===== config.mk =====
export PLATFORM = sky130hd
export DESIGN_NAME = phvl_loader
export DESIGN_NICKNAME = d
export VERILOG_FILES = /design/src/rtl/phvl_pkg.sv /design/src/rtl/phvl_ser_tick.sv /design/src/rtl/phvl_loader.sv
export SDC_FILE = /design/constraint.sdc
export NUM_CORES = 1
export LEC_CHECK = 0
export ABC_CLOCK_PERIOD_IN_PS = 1800
export BUFFER_PORTS_ARGS = -buffer_cell sky130_fd_sc_hd__buf_4
export CORE_MARGIN = 3
export CORE_UTILIZATION = 40
export DETAILED_ROUTE_END_ITERATION = 8
export PLACE_DENSITY = 0.64
export SLEW_MARGIN = 40
export SYNTH_ARGS = -nofsm -noshare
export SYNTH_HDL_FRONTEND = slang
export SYNTH_SLANG_ARGS = --single-unit

===== constraint.sdc =====
create_clock -name sys_clk -period 1.8 [get_ports sys_clk]
set_input_delay 0.18 -clock sys_clk [delete_from_list [all_inputs] [get_ports sys_clk]]
set_output_delay 0.18 -clock sys_clk [all_outputs]
set_load 0.02 [all_outputs]

===== src/rtl/phvl_pkg.sv =====
// Shared types and constants for the phase-value serial loader.
// Latency: n/a (declarations only).
// Backpressure: n/a.
package phvl_pkg;

   localparam int NUM_EL     = 5;
   localparam int WORD_W     = 5;
   localparam int FRAME_BITS = NUM_EL * WORD_W;

   typedef enum logic [1:0] {
      ST_IDLE,
      ST_SHIFT,
      ST_LATCH,
      ST_DONE
   } state_t;

   // Element 1 ends up in the top bits, so it is sent first, MSB first.
   // The shift register sends from its MSB, which holds phase1[4].
   function automatic logic [FRAME_BITS-1:0] pack_frame(
      input logic [WORD_W-1:0] p1,
      input logic [WORD_W-1:0] p2,
      input logic [WORD_W-1:0] p3,
      input logic [WORD_W-1:0] p4,
      input logic [WORD_W-1:0] p5
   );
      return {p1, p2, p3, p4, p5};
   endfunction

endpackage


===== src/rtl/phvl_ser_tick.sv =====
// Half-period divider: pulses tick every HALF enabled cycles.
// Latency: first tick on the HALF-th enabled cycle.
// Backpressure: none; disabling clears the count so each enable starts fresh.
module phvl_ser_tick #(
   parameter int HALF = 2
) (
   input  logic sys_clk,
   input  logic rst,
   input  logic en,
   output logic tick
);

   localparam int CW = (HALF > 1) ? $clog2(HALF) : 1;

   logic [CW-1:0] cnt;

   assign tick = en && (cnt == CW'(HALF - 1));

   // Count enabled cycles, wrapping on each tick.
   always_ff @(posedge sys_clk or posedge rst) begin
      if (rst)
         cnt <= '0;
      else if (!en || tick)
         cnt <= '0;
      else
         cnt <= cnt + 1'b1;
   end

endmodule


===== src/rtl/phvl_loader.sv =====
// Serialises five phase words into one 25-bit frame with clock and latch strobe.
// Latency: load to done = 1 + 50*HALF + LE_W cycles.
// Backpressure: none; one-deep pending buffer, ovr pulses when it is overwritten.
module phvl_loader
   import phvl_pkg::*;
#(
   parameter int HALF = 2,
   parameter int LE_W = 2
) (
   input  logic              sys_clk,
   input  logic              rst,
   input  logic              load,
   input  logic [WORD_W-1:0] phase1,
   input  logic [WORD_W-1:0] phase2,
   input  logic [WORD_W-1:0] phase3,
   input  logic [WORD_W-1:0] phase4,
   input  logic [WORD_W-1:0] phase5,
   output logic              ser_clk,
   output logic              ser_data,
   output logic              ser_le,
   output logic              busy,
   output logic              done,
   output logic              ovr
);

   localparam int LCW = $clog2(LE_W + 1);

   state_t                  state, nstate;
   logic [FRAME_BITS-1:0]   sr;
   logic [FRAME_BITS-1:0]   new_frame;
   logic [FRAME_BITS-1:0]   start_frame;
   logic [FRAME_BITS-1:0]   pend_frame;
   logic                    pend_flag;
   logic                    phase_hi;
   logic [4:0]              bit_cnt;
   logic [LCW-1:0]          le_cnt;
   logic                    start;
   logic                    tick;
   logic                    in_shift;

   assign new_frame = pack_frame(phase1, phase2, phase3, phase4, phase5);
   assign in_shift  = (state == ST_SHIFT);

   phvl_ser_tick #(.HALF(HALF)) u_tick (
      .sys_clk (sys_clk),
      .rst     (rst),
      .en      (in_shift),
      .tick    (tick)
   );

   // State register.
   always_ff @(posedge sys_clk or posedge rst) begin
      if (rst)
         state <= ST_IDLE;
      else
         state <= nstate;
   end

   // Next state; DONE restarts straight away from a same-cycle load or the pending frame.
   always_comb begin
      nstate      = state;
      start       = 1'b0;
      start_frame = new_frame;
      case (state)
         ST_IDLE: begin
            if (load) begin
               nstate = ST_SHIFT;
               start  = 1'b1;
            end
         end
         ST_SHIFT: begin
            if (tick && phase_hi && (bit_cnt == 5'(FRAME_BITS - 1)))
               nstate = ST_LATCH;
         end
         ST_LATCH: begin
            if (le_cnt == LCW'(LE_W - 1))
               nstate = ST_DONE;
         end
         ST_DONE: begin
            if (load || pend_flag) begin
               nstate      = ST_SHIFT;
               start       = 1'b1;
               start_frame = load ? new_frame : pend_frame;
            end else begin
               nstate = ST_IDLE;
            end
         end
         default: nstate = ST_IDLE;
      endcase
   end

   // Shift datapath: low half then high half per bit, shift on the falling edge.
   always_ff @(posedge sys_clk or posedge rst) begin
      if (rst) begin
         sr       <= '0;
         phase_hi <= 1'b0;
         bit_cnt  <= '0;
      end else if (start) begin
         sr       <= start_frame;
         phase_hi <= 1'b0;
         bit_cnt  <= '0;
      end else if (in_shift && tick) begin
         if (phase_hi) begin
            sr      <= {sr[FRAME_BITS-2:0], 1'b0};
            bit_cnt <= bit_cnt + 1'b1;
         end
         phase_hi <= ~phase_hi;
      end
   end

   // Latch-enable width counter, only runs in LATCH.
   always_ff @(posedge sys_clk or posedge rst) begin
      if (rst)
         le_cnt <= '0;
      else if (state == ST_LATCH)
         le_cnt <= le_cnt + 1'b1;
      else
         le_cnt <= '0;
   end

   // Pending buffer: loads during a frame park here; DONE always consumes the flag.
   always_ff @(posedge sys_clk or posedge rst) begin
      if (rst) begin
         pend_flag  <= 1'b0;
         pend_frame <= '0;
      end else if (state == ST_DONE) begin
         pend_flag <= 1'b0;
      end else if (load && (state != ST_IDLE)) begin
         pend_flag  <= 1'b1;
         pend_frame <= new_frame;
      end
   end

   assign ser_clk  = in_shift && phase_hi;
   assign ser_data = in_shift && sr[FRAME_BITS-1];
   assign ser_le   = (state == ST_LATCH);
   assign busy     = in_shift || (state == ST_LATCH);
   assign done     = (state == ST_DONE);
   assign ovr      = load && pend_flag;

endmodule


# == After elaboration in Yosys (flattened, before gate mapping) ==
# Index checks and enable logic that the tools add are counted.
# totals
register_bits,62
word_cells,64
in_bits,28
# classes
bitwise_logic,2
eq_ne,8
add_sub_neg,3
mux,23
n_reduce_logical,20
# op_table
cell,count
25-bit 2-to-1 mux,6
5-bit 2-to-1 mux,3
1-bit logical AND,8
1-bit 2-to-1 mux,8
2-bit 2-to-1 mux,4
2-bit one-hot mux with 4 select lines,1
2-bit nonzero test,4
"5-bit by 1-bit adder with 5-bit output, second input constant",1
"5-bit == test, second input constant",1
"2-bit by 1-bit == test with 1-bit output, second input constant",2
"2-bit == test, second input constant",2
"2-bit by 1-bit != test with 1-bit output, second input constant",2
2-bit AND reduction,2
1-bit logical OR,3
3-bit AND reduction,1
"2-bit by 1-bit adder with 2-bit output, second input constant",1
2-bit logical NOT,1
"2-bit != test, second input constant",1
1-bit NOT,2
1-bit one-hot mux with 2 select lines,1
"1-bit adder, second input constant",1
1-bit logical NOT,1

# == Logic depth before layout (Yosys ltp) ==
# Gate-level depths: netlist of run 1.
# logic_depth
depth_word,6
depth_mapped,7
mapped_depth_nobuf,6

# == Hierarchy ==
# From an unflattened synthesis of run 1, not the netlist that was laid out.
# unflattened
cells_unflattened,287
area_unflattened_um2,3031.7
# by_module_without_submodules
module,area_per_inst_um2,n_inst,cells_each
phvl_loader,2986.6,1,283
phvl_ser_tick,45.0,1,4

# == Worst setup path after synthesis of run 1 ==
# Ideal clock, no wire load.
# synth_path
path_kind,flip-flop to flip-flop
startpoint,reg state[0]
endpoint,reg pend_frame[10]
arrival_time_ps,1638
period_less_slack_ps,1763
stages_incl_launch_ff,5
path_buffers,1
setup_slack_ps,37
setup_ps,125
cell_sequence,dfrtp_1 ha_1 nor3_4 buf_4 mux2_2
# synth_between
elab_chain_len,3
word_cells_on_any_way,5
cone_classes,1 x eq/ne; 1 x bitwise; 3 x reduce/logical
# synth_lines
item,line_no,rtl
"start, declared",phvl_loader.sv:28,"state_t state, nstate;"
"start signal, assigned",phvl_loader.sv:56,state <= nstate;
2-bit == test,-,
net done,phvl_loader.sv:22,"output logic done,"
1-bit NOT (no line),-,
2-bit AND reduction (no line),-,
"end signal, assigned",phvl_loader.sv:130,pend_frame <= new_frame;
"end, declared",phvl_loader.sv:32,logic [FRAME_BITS-1:0] pend_frame;
# The timed path passes the listed nets, and every way through them passes these cells.
# A chain may end at the register's enable or synchronous reset.

# == Final worst setup path of run 1 ==
# layout_path
startpoint,reg state[1]
endpoint,reg sr[10]
# layout_between
elab_chain_len,5
word_cells_on_any_way,11
cone_classes,2 x eq/ne; 3 x mux; 6 x reduce/logical
# layout_lines
item,line_no,rtl
branches (longest 5 deep; another with 2-bit == test),-,
"end signal, assigned",phvl_loader.sv:99,sr <= start_frame;
"end signal, assigned",phvl_loader.sv:104,"sr <= {sr[FRAME_BITS-2:0], 1'b0};"
"end, declared",phvl_loader.sv:29,logic [FRAME_BITS-1:0] sr;
# Several ways; the timed one is not identified.

==> results of run 1 <==
[placed cells by master, fill, tap and decap left out, drive strengths merged]
cell type	netlist	routed
a2bb2oi	1	1
nor2	6	6
nand2	56	56
a22oi	1	1
nor3	1	1
nand3	2	2
clkinvlp	0	1
inv	9	9
a31oi	24	24
and3	1	1
and2	27	27
dlygate4sd3	0	1
ha	8	8
xor2	4	4
nand4	2	2
clkinv	0	1
nand4b	1	1
nor2b	3	3
mux2	26	26
nand3b	1	1
mux2i	2	2
dfrtp	62	62
o21ai	3	3
o211ai	1	1
xnor2	1	1
buf	12	44
clkbuf	4	14
a211oi	24	24
a21oi	2	2
a21o	1	1
bufinv	0	1
[area by class of cell]
type | instances | area (µm²) | share of cell area, %
clock buffer | 13 | 158.9 | 4.262
tap | 96 | 120.1 | 3.221
inverter | 9 | 33.78 | 0.9060
multi-input combinational | 198 | 1380 | 37.01
timing repair buffer | 46 | 440.4 | 11.81
clock inverter | 3 | 42.54 | 1.141
sequential | 62 | 1553 | 41.64
[worst max-delay path, cell delays in order (launching register included)]
cell      delay [ns]
dfrtp_1         0.45
inv_2           0.12
ha_4            0.16
nand3_1         0.14
buf_12          0.19
and2_1          0.15
a211oi_1        0.25
a31oi_1         0.07
[metal layers]
| metal | vias to the layer above | global-route usage [%] | wire (µm) |
|---|---|---|---|
| met3 | 4 | 5.118 | 236 |
| met5 | - | 0 | 0 |
| met1 | 1068 | 20.50 | 2950 |
| met4 | 0 | 4.029 | 53 |
| met2 | 37 | 24.17 | 2912 |
| li1 | 1079 | - | - |
[state kept, by name, summed over array words and instances (netlist names)]
| register | flops |
|---|---|
| pend_frame | 25 |
| state | 2 |
| le_cnt | 2 |
| sr | 25 |
| bit_cnt | 5 |
| u_tick.cnt | 1 |
| phase_hi | 1 |
| pend_flag | 1 |
[cell families (layout without fill, tap and decap cells)]
| group | Yosys count | in the layout | share of synthesized area (%) |
|---|---|---|---|
| AO/OA/AOI/OAI | 57 | 57 | 13.24 |
| multiplexers | 28 | 28 | 10.41 |
| buffers and inverters | 25 | 71 | 3.790 |
| flip-flops | 62 | 62 | 51.65 |
| AND/OR/NAND/NOR | 100 | 100 | 16.12 |
| adder cells (fa/ha/maj) | 8 | 8 | 3.332 |
| XOR/XNOR | 5 | 5 | 1.458 |
[what timing repair did]
| item | in CTS | in global routing |
|---|---|---|
| resized for setup | 0 | 11 |
| setup endpoints to repair | 0 | 25 |
| hold buffers | 1 | 0 |
| endpoints found under the hold margin | 62 | 0 |
[per-stage QoR]
| stage | std cells | total power, W |
|---|---|---|
| 6_report | 427 | 0.002956 |
| 5_1_grt | 427 | 0.003079 |
| 4_1_cts | 426 | 0.002986 |
| 3_5_place_dp | 409 | 0.001746 |
| 3_3_place_gp | 409 | 0.001739 |
| 2_1_floorplan | 285 | 0.001648 |
[power by group]
group	switching [W]	leakage [nW]	internal, W	total, W
Clock	0.000524	0.0996	0.000714	0.00124
Sequential	0.0000342	0.754	0.00146	0.00150
Combinational	0.0000939	0.784	0.000125	0.000219
[path summary, 6_finish.rpt]
path,to,slack (ns),start,cells past startpoint
worst max-delay path,sr[10],0.15,state[1],7
worst min-delay path,pend_frame[0],0.07,phase5[0],2
worst max register to register,sr[10],0.15,state[1],7
worst min register to register,le_cnt[0],0.45,le_cnt[0],1
max in group asynchronous,state[0],1.03,rst,4
min in group asynchronous,pend_frame[15],0.49,rst,4
==> impl_metrics.tcl, run 1 <==
set metrics [dict create \
    vdd_drop_max_v 0.0004877 \
    drtIter0Drc 84 \
    endpoint_kind "flip-flop" \
    worst_slack_ns 0.1487 \
    pre_cts_slack_ns 0.05816 \
    numPortBuffers 33 \
    core_um2 7019 \
    antenna_found_initial 0 \
    htree_levels 3 \
    synth_cell_types 33 \
    gp_congestion 0.7526 \
    fin_skew_ns 0.007418 \
    ios 34 \
    synth-edff-count 0 \
    seq_area_frac_synth_pct 51.65 \
    maxSlewHeadroom_pct 78.04 \
    synth.cell_area_um2 3004 \
    start_util_pct 42.80 \
    fin_setup_tns_ns 0 \
    async_reset_ff_share_pct 100.0 \
    hold_path_class "in2reg" \
    grt_overflow 0 \
    clock.fmax_mhz 605.6 \
    gr-usage-all-layers_pct 15.38 \
    clkLatencyLatePin_ns 0.33 \
    die_w_um 92.66 \
    cts_tree "done" \
    worst-setup-path-type "reg2reg" \
    syn_avg_cell_area_um2 10.54 \
    hpwl_mm 3.761 \
    dpl-instance-area_um2 3450 \
    area_growth_pct 24.12 \
    cp.required_ns 2.01 \
    fin_util_pct 53.12 \
    slew_violations 0 \
    cap_violations 0 \
    cp_data_arrival_time_ns 1.86 \
    vias 2188 \
    synthTopCellsByArea "dfrtp_1, mux2_2, nand2_1" \
    netlist_instances 285 \
    synth_top_area_share_pct 51.65 \
    row_count 30 \
    clock_sinks 62 \
    leakage_nw 1.637 \
    ctsRootBufferMaster "clkbuf_8" \
    pwr_density_cell_nw_per_um2 792.7 \
    yosys.cell_count.top_type "dfrtp_1" \
    firstDrtPassIters 4 \
    period_share_pct 91.74 \
    grt_max_degree 63 \
    synth_ff_type "dfrtp_1" \
    viasPerCell 5.124 \
    yosys.area.top_type "dfrtp_1" \
    crit_path_max_fanout 17 \
    critPathLaunchType "flip-flop" \
    finalHoldViolations 0 \
    drc 0 \
    numCtsBuffers 9 \
    yosysWarnings 0 \
    synth_commonest_cells "dfrtp_1, nand2_1, and2_1, a211oi_1, a31oi_1" \
    wire_per_inst_um 14.41 \
    fin_area_um2 3729 \
    wirelength_mm 6.153 \
    outcome "finished clean" \
    grt_first_pass_wirelength_mm 10.47 \
    synth-seq-cells 62 \
    clkTransAtPathRegs_ns 0.07 \
    die_height_um 92.66 \
    syn_nets 321 \
    antenna_left 0 \
    fillCellCount 646 \
    drive_gt1_share_pct 29.00 \
    antenna_cells 0 \
    cts_max_path_buffers 2 \
    rsz0062_at_grt "false" \
    setup_violations 0 \
    grt_pass1_vias 2226 \
    whs_ns 0.07310 \
    layout.nets 362 \
    worst-slew-pin-transition_ns 0.3293 \
    cts_setup_buffers 0 \
    min_period_ns 1.651 \
    dieArea_um2 8586 \
]
Note: power is estimated with default switching activity, not from simulation.
==> run 2: changes to the inputs <==
Settings changed: CTS_BUF_LIST set to sky130_fd_sc_hd__clkbuf_8.
==> impl_metrics.tcl, run 2 (synthesis gave the netlist of run 1 again) <==
set metrics [dict create \
    grt_overflow 0 \
    grt_max_degree 63 \
    vias 2192 \
    pre_cts_slack_ns 0.05816 \
    die_w_um 92.66 \
    crit_path_max_fanout 17 \
    layout.nets 362 \
    maxSlewHeadroom_pct 78.11 \
    antenna_found_initial 0 \
    critPathSlowestCell "dfrtp_1" \
    antenna_cells 0 \
    pwr_density_cell_nw_per_um2 789.5 \
    worstHoldEndpoint "pend_frame[0]" \
    worst-r2r-setup-slack_ns 0.15 \
    reg2reg_depth 7 \
    wirelength_mm 6.142 \
    ios 34 \
    cap_violations 0 \
    slew_violations 0 \
    start_util_pct 42.80 \
    cp_data_arrival_time_ns 1.86 \
    htree_levels 3 \
    core_um2 7019 \
    r2r-end "sr[10]" \
    min_from "phase5[0]" \
    viasPerCell 5.133 \
    vdd_drop_max_v 0.0004877 \
    layout_commonest_cell "dfrtp_1" \
    hpwl_mm 3.761 \
    row_count 30 \
    cp.required_ns 2.01 \
    drc 0 \
    area_growth_pct 24.12 \
    antenna_left 0 \
    worst_slack_ns 0.1489 \
    ctsRootBufferMaster "clkbuf_8" \
    cts_setup_buffers 0 \
    fin_area_um2 3729 \
    min_period_ns 1.651 \
    worst-slew-pin-transition_ns 0.3284 \
    drive_gt1_share_pct 29.00 \
    rsz0062_at_grt "false" \
    hold_path_class "in2reg" \
    leakage_nw 1.646 \
    fin_skew_ns 0.007441 \
    p_total_w 0.002944 \
    drtIter0Drc 83 \
    critPathLaunchType "flip-flop" \
    slowest_delay_ns 0.45 \
    grt_first_pass_wirelength_mm 10.47 \
    min_path_cells 2 \
    clock_sinks 62 \
    final_cell_mix "dfrtp_1, nand2_1, buf_4, and2_1, a31oi_1" \
    clkLatencyLatePin_ns 0.33 \
    clkTransAtPathRegs_ns 0.07 \
    endpoint_kind "flip-flop" \
    die_height_um 92.66 \
    cts_tree "done" \
    wire_per_inst_um 14.38 \
    numPortBuffers 33 \
    clock.fmax_mhz 605.6 \
    fin_setup_tns_ns 0 \
    cp_cell_sequence "inv_2, ha_4, nand3_1, buf_12, and2_1, a211oi_1, a31oi_1" \
    setup_violations 0 \
    reg_top3 "pend_frame: 25 flops, sr: 25 flops, bit_cnt: 5 flops" \
    firstDrtPassIters 4 \
    worstReg2RegStart "state[1]" \
    grt_pass1_vias 2226 \
    cts_max_path_buffers 2 \
    gp_congestion 0.7526 \
    crit_start "state[1]" \
    finalHoldViolations 0 \
    outcome "finished clean" \
    period_share_pct 91.73 \
    worst-setup-path-type "reg2reg" \
    dieArea_um2 8586 \
    gr-usage-all-layers_pct 15.38 \
    dpl-instance-area_um2 3450 \
    numCtsBuffers 9 \
]
-- run 2: changes by cell type in the layout (fill, tap and decap cells not counted), sizes merged --
cell    previous run  this run
inv                9        11
clkbuf            14        12
-- run 2: timing repair --
| item | 4_1_cts | 5_1_grt |
|---|---|---|
| gates resized for setup | 0 | 11 |
| hold buffers | 1 | 0 |
| hold endpoints to repair | 62 | 0 |
| endpoints found under the setup margin | 0 | 25 |
-- run 2: worst max-delay path, delay by kind of cell (launching register included) --
family / cells / cell delay, ns
AO/OA/AOI/OAI: 2 / 0.32
adder cells (fa/ha/maj): 1 / 0.16
buffers and inverters: 2 / 0.31
flip-flops: 1 / 0.45
AND/OR/NAND/NOR: 2 / 0.29
-- run 2: worst max path at each step --
stage | end | slack, ns
final | sr[10] | 0.15
after detailed placement | sr[11] | 0.06
after global routing | sr[9] | 0.01
after floorplan | pend_frame[10] | 0.04
after global placement | sr[11] | 0.10
after CTS | sr[11] | 0.04
-- run 2: power breakdown --
part,internal (W),total (W),switching (W)
Combinational,0.000125,0.000219,0.0000938
Clock,0.000703,0.00123,0.000524
Sequential,0.00146,0.00150,0.0000340
-- run 2: layout make-up --
class | instances | area [µm²]
clock buffers | 11 | 151.4
clock inverters | 5 | 50.05
fillers | 646 | 3291
inverters | 9 | 33.78
multi-input cells | 198 | 1380
flip-flops and latches | 62 | 1553
well taps | 96 | 120.1
repair buffers | 46 | 440.4
-- run 2: layer usage --
metal | GRT usage [%] | share of wire, % | vias up
met5 | 0 | 0 | -
met4 | 4.029 | 0.86 | 0
met2 | 24.17 | 47 | 39
li1 | - | - | 1079
met1 | 20.50 | 48 | 1070
met3 | 5.118 | 4.0 | 4
-- run 2: stage by stage --
stage / utilization (%) / instances / hold slack (ns)
after floorplan: - / 285 / 0.3147
after global placement: 49.14 / 409 / 0.2834
after detailed placement: 49.14 / 409 / 0.2829
after CTS: 52.16 / 426 / 0.05891
after global routing: 53.12 / 427 / 0.06088
final: 53.12 / 427 / 0.07303
